### config.mk
export PLATFORM = sky130hd
export DESIGN_NAME = mult_share_arbiter
export DESIGN_NICKNAME = d
export VERILOG_FILES = /design/src/rtl/mult_share_arbiter.sv
export SDC_FILE = /design/constraint.sdc
export NUM_CORES = 1
export LEC_CHECK = 0
export ABC_AREA = 0
export CAP_MARGIN = 10
export CORE_AREA = 2 2 81 60
export CTS_BUF_LIST = sky130_fd_sc_hd__clkbuf_16
export CTS_CLUSTER_DIAMETER = 150
export DETAILED_ROUTE_END_ITERATION = 10
export DIE_AREA = 0 0 83 62
export SLEW_MARGIN = 30
export SYNTH_ARGS = -nofsm -noshare
export SYNTH_HDL_FRONTEND = slang
export SYNTH_SLANG_ARGS = --single-unit
### constraint.sdc
create_clock -name clock -period 5.75 [get_ports clock]
set_clock_uncertainty 0.2 [all_clocks]
set_input_delay 1.15 -clock clock [delete_from_list [all_inputs] [get_ports clock]]
set_output_delay 1.15 -clock clock [all_outputs]
set_load 0.1 [all_outputs]
### src/rtl/mult_share_arbiter.sv
// Round-robin arbiter/sequencer sharing one shift-add multiplier datapath among NREQ requesters.
// Define MULT_ARB_FIXED_PRIO_EN for fixed lowest-index priority instead of round-robin.
module mult_share_arbiter #(
    parameter int unsigned N    = 8,
    parameter int unsigned NREQ = 4,
    localparam int unsigned SW  = $clog2(NREQ)
) (
    input  logic            clock,
    input  logic            reset,
    input  logic [NREQ-1:0] req,
    input  logic            y,
    output logic [NREQ-1:0] grant,
    output logic [SW-1:0]   sel,
    output logic [1:0]      c_sh_rg,
    output logic [1:0]      c_cnt,
    output logic            res_we,
    output logic [NREQ-1:0] done,
    output logic            busy
);

    localparam int unsigned KW = $clog2(N + 1);

    typedef enum logic [1:0] {
        IDLE  = 2'd0,
        CYCLE = 2'd1,
        DONE  = 2'd2
    } state_t;

    state_t          state_q, state_d;
    logic [KW-1:0]   k_q, k_d;
    logic [SW-1:0]   ptr_q, ptr_d;
    logic [NREQ-1:0] grant_q, grant_d;
    logic [SW-1:0]   sel_q, sel_d;
    logic [1:0]      c_sh_rg_q, c_sh_rg_d;
    logic [1:0]      c_cnt_q, c_cnt_d;
    logic            res_we_q, res_we_d;
    logic [NREQ-1:0] done_q, done_d;
    logic            busy_q, busy_d;

    logic            found;
    logic [SW-1:0]   win;
    logic [SW-1:0]   nxt_ptr;
    int unsigned     base;
    int unsigned     idx;

    always_comb begin
        found = 1'b0;
        win   = '0;
        idx   = 0;
`ifdef MULT_ARB_FIXED_PRIO_EN
        base  = 0;
`else
        base  = int'(ptr_q);
`endif
        // Scan from the rotating base so the first hit is the round-robin winner.
        for (int unsigned i = 0; i < NREQ; i++) begin
            idx = (base + i) % NREQ;
            if (!found && req[idx]) begin
                found = 1'b1;
                win   = SW'(idx);
            end
        end
`ifdef MULT_ARB_FIXED_PRIO_EN
        nxt_ptr = '0;
`else
        nxt_ptr = (int'(sel_q) == NREQ - 1) ? '0 : sel_q + SW'(1);
`endif
    end

    always_comb begin
        state_d   = state_q;
        k_d       = k_q;
        ptr_d     = ptr_q;
        grant_d   = grant_q;
        sel_d     = sel_q;
        busy_d    = busy_q;
        c_sh_rg_d = '0;
        c_cnt_d   = '0;
        res_we_d  = 1'b0;
        done_d    = '0;

        case (state_q)
            IDLE: begin
                if (found) begin
                    grant_d   = NREQ'(1) << win;
                    sel_d     = win;
                    busy_d    = 1'b1;
                    k_d       = '0;
                    c_sh_rg_d = 2'd3;
                    c_cnt_d   = 2'd3;
                    state_d   = CYCLE;
                end else begin
                    grant_d = '0;
                    sel_d   = '0;
                    busy_d  = 1'b0;
                end
            end
            CYCLE: begin
                if (!req[sel_q]) begin
                    grant_d = '0;
                    sel_d   = '0;
                    busy_d  = 1'b0;
                    ptr_d   = nxt_ptr;
                    state_d = IDLE;
                end else if (k_q < KW'(N)) begin
                    c_sh_rg_d = 2'd2;
                    c_cnt_d   = {y, 1'b0};
                    k_d       = k_q + KW'(1);
                end else begin
                    res_we_d = 1'b1;
                    done_d   = grant_q;
                    state_d  = DONE;
                end
            end
            DONE: begin
                grant_d = '0;
                sel_d   = '0;
                busy_d  = 1'b0;
                ptr_d   = nxt_ptr;
                state_d = IDLE;
            end
            default: begin
                grant_d = '0;
                sel_d   = '0;
                busy_d  = 1'b0;
                state_d = IDLE;
            end
        endcase
    end

    // Falling-edge state so the datapath samples settled controls on the rising edge.
    always_ff @(negedge clock) begin
        if (reset) begin
            state_q   <= IDLE;
            k_q       <= '0;
            ptr_q     <= '0;
            grant_q   <= '0;
            sel_q     <= '0;
            c_sh_rg_q <= '0;
            c_cnt_q   <= '0;
            res_we_q  <= 1'b0;
            done_q    <= '0;
            busy_q    <= 1'b0;
        end else begin
            state_q   <= state_d;
            k_q       <= k_d;
            ptr_q     <= ptr_d;
            grant_q   <= grant_d;
            sel_q     <= sel_d;
            c_sh_rg_q <= c_sh_rg_d;
            c_cnt_q   <= c_cnt_d;
            res_we_q  <= res_we_d;
            done_q    <= done_d;
            busy_q    <= busy_d;
        end
    end

    assign grant   = grant_q;
    assign sel     = sel_q;
    assign c_sh_rg = c_sh_rg_q;
    assign c_cnt   = c_cnt_q;
    assign res_we  = res_we_q;
    assign done    = done_q;
    assign busy    = busy_q;

endmodule

Word-level counts from Yosys, hierarchy flattened. Cells that the tools add are included.

Flip-flop bits (word level): 24. Logic and storage cells: 92. Output and inout port bits: 16. Input port bits: 7.

Shift operators: 1. Magnitude comparators: 6. Bitwise operators: 2. Reduce and logical (&&, ||, !) cells: 14. Muxes and demuxes: 46. Equality and inequality tests: 8. Add/subtract/negate cells: 5.

Operators by type and width (count): two-way mux 2 bit (16); two-way mux 4 bit (5); case mux 2 bit (2 select lines) (5); case mux 4 bit (2 select lines) (2); less-than comparator 2 x 3 -> 1 bit (second input constant) (5); two-way mux 1 bit (12); binary-select mux 1 bit (select 2 bit) (5); inequality test 2 bit (second input constant) (4); adder 2 x 1 -> 2 bit (second input constant) (2); adder 2 bit (second input constant) (2); adder 4 x 1 -> 4 bit (second input constant) (1); == test 2 bit (second input constant) (2); less-than comparator 4 bit (second input constant) (1); AND reduction 2 bit (2); AND reduction 4 bit (1); nonzero test 2 bit (2); OR reduction 4 bit (1); left shift 1 x 2 -> 4 bit (first input constant) (1); logical AND 1 bit (3); zero test 1 bit (3); inequality test 3 bit (second input constant) (1); OR reduction 3 bit (1); == test 2 x 1 -> 1 bit (second input constant) (1); zero test 2 bit (1); other kinds (2) (3).

Depth between registers and ports, before layout.
Depth after elaboration: 15. Mapped depth: 7. Depth with buffers taken out: 6.

==> flow_summary.toml <==
[routing]
remaining_drc_errors = 0
routed_wl_um = 2520
drt-vias-per-instance = 4.38
drtPass1Iterations = 4
drt_first_iter_violations = 43
ant_nets = 0
vias = 1024
wl_per_cell_um = 10.8

[sta]
setup_viol = 0
slew_viol_final = 0
tightest_slew_ns = 0.465
rsz0062_at_grt = "no"
hold_violations = 0
maxSlewHeadroom_pct = 68.7
finalSetupTns_ns = 0
setup_ws_ns = 0.103

[synth]
ys_warn_count = 0
yosys.area_share.adder_pct = 4.76
synthArstFlopShare_pct = 0
synth_edf_count = 0
synth.cells.most_frequent = "23 x dfxtp_1, 13 x a21oi_1, 13 x nand2_1"
syn_nets = 127
synthMuxAreaShare_pct = 4.16
ys_seq_area_share_pct = 43.8
yosysMostFrequentCell = "dfxtp_1"
synth.top_cell.area_share_pct = 43.8
synth_area_leaders = "dfxtp_1 44%, a21oi_1 6.2%, ha_1 4.8%"
synth-seq-cells = 23
synth_top_family_by_area = "simple AND/OR/NAND/NOR gates"
post-synth-top-area-cell = "dfxtp_1"
yosys.area_share.simple_pct = 25.9
netlist_area_mm2 = 0.00105
syn_avg_cell_area_um2 = 9.07
synth_compound_area_share_pct = 15.5
synth-xor-area-share_pct = 0.832
synthFlopType = "dfxtp_1"
syn_inst = 116
ys_types = 38

[final_layout]
seq_area_um2 = 460
multi_input_area_um2 = 538
synthToLayoutAreaGrowth_pct = 54.0
drive_gt1_share_pct = 26.6
utilization_pct = 36.1
antenna-diode-count = 0
nFillCells = 470
finalNonFillerCells = 234
nNetsFinal = 189

[critical_path]
cp-end-kind = "flop"
crit_required_ns = 2.90
cp.arrival_ns = 2.80
cp_max_fo = 4
start_kind = "input port"
criticalPathCategory = "input port to flop"

[worst_hold_path]
hp-class = "flop to flop"

[placed_design]
gp_congestion = 0.792
dp_cells = 208
dp_hpwl_um = 1850
pre_cts_ws_ns = -0.234
portBuffers = 22

[cts]
cts_buffers = 3
clock_path_buffers = 2
h-tree-depth = 1
cts_tree = "built"
clk_latency_ns = 0.35
clock_sinks = 23
post_cts_buffers = 0
path_clk_slew_ns = 0.04
cts_resized = 0
hold_buffers = 0
cts_root_buf = "clkbuf_16"

[global_route]
grt_remaining_overflow = 0
grt_start_max_net_pins = 14
antenna_found_initial = 0
grtUsageTotal_pct = 11.0
grt_pass1_vias = 975
grt_pass1_wl_um = 4400

[die]
die_y_um = 62
fp.dieW_um = 83
die-area_mm2 = 0.00515
core_area_mm2 = 0.00449
num_io_pins = 23
fp-row-count = 21
initial_core_util_pct = 23.4

[power]
ir_drop_mv = 0.147
powerDensity_mw_per_mm2 = 359
p_leak_nw = 0.777

[run_status]
status = "finished clean"

[job]
drv_cap = 0
[stage by stage]
step / hold WS (ns) / total power [W] / cell area [um^2]
floorplan: 0.240 / 0.000307 / 1050
global placement: 0.254 / 0.000351 / 1430
detailed placement: 0.256 / 0.000351 / 1430
CTS: 0.261 / 0.000595 / 1620
global route: 0.286 / 0.000626 / 1620
finish: 0.256 / 0.000582 / 1620
[flip-flops by register name, indices dropped and copies added (netlist names)]
| register | cells |
|---|---|
| res_we | 1 |
| state_q | 2 |
| c_cnt | 1 |
| c_sh_rg | 2 |
| grant | 4 |
| done | 4 |
| sel | 2 |
| k_q | 4 |
| ptr_q | 2 |
| busy | 1 |
[final cells by class]
type / instances / area share, %
multi-input combinational: 82 / 33.2
sequential: 23 / 28.4
timing repair buffer: 40 / 21.0
clock inverter: 24 / 7.18
clock buffer: 3 / 4.63
tap: 57 / 4.40
inverter: 5 / 1.16
[layout by cell type (no fill, tap or decap), types with 2 or more instances in the layout]
cell             netlist  routed
or3_1                  2       2
nand3_1                5       5
nand2_1               13      13
nand2_4                2       2
dfxtp_1               23      23
nor2b_1                5       5
nand2b_1               3       3
nor3_1                 3       3
nor2_1                 6       6
buf_12                 0       2
a21oi_1               13      13
clkdlybuf4s50_1        0       6
inv_1                  6      28
o21ai_0                2       2
clkbuf_16              0       3
and2_1                 4       4
buf_4                  1      32
ha_1                   4       4
[layer usage]
layer	global-route usage, %	vias to the layer above	routed length [um]
met5	0	-	0
met4	8.90	0	68
met3	5.55	7	193
met2	14.6	36	975
met1	13.5	457	1280
li1	-	524	-
[power breakdown]
part	internal [W]	switching, W
Combinational	0.0000494	0.0000949
Sequential	0.000171	0.00000802
Clock	0.000160	0.0000988
[final timing paths]
| kind | start | to | slack [ns] | cells past startpoint |
|---|---|---|---|---|
| min reg2reg | busy | busy | 0.26 | 2 |
| min | busy | busy | 0.26 | 2 |
| max reg2reg | sel[0] | k_q[2] | 3.72 | 5 |
| max | req[3] | k_q[2] | 0.10 | 6 |
[critical path: stages]
cell	delay [ns]
clkdlybuf4s50_1	0.45
mux4_2	0.55
and3_2	0.27
o211ai_2	0.18
xor2_1	0.15
nor2_1	0.05
[kinds of logic after synthesis]
kind of cell    count (synthesis)
fa+ha+maj                       4
buf+inv                        11
xor+xnor                        1
compound gates                 25
simple gates                   49
flops                          23
mux                             3
Power figures use the tool's default switching activity.
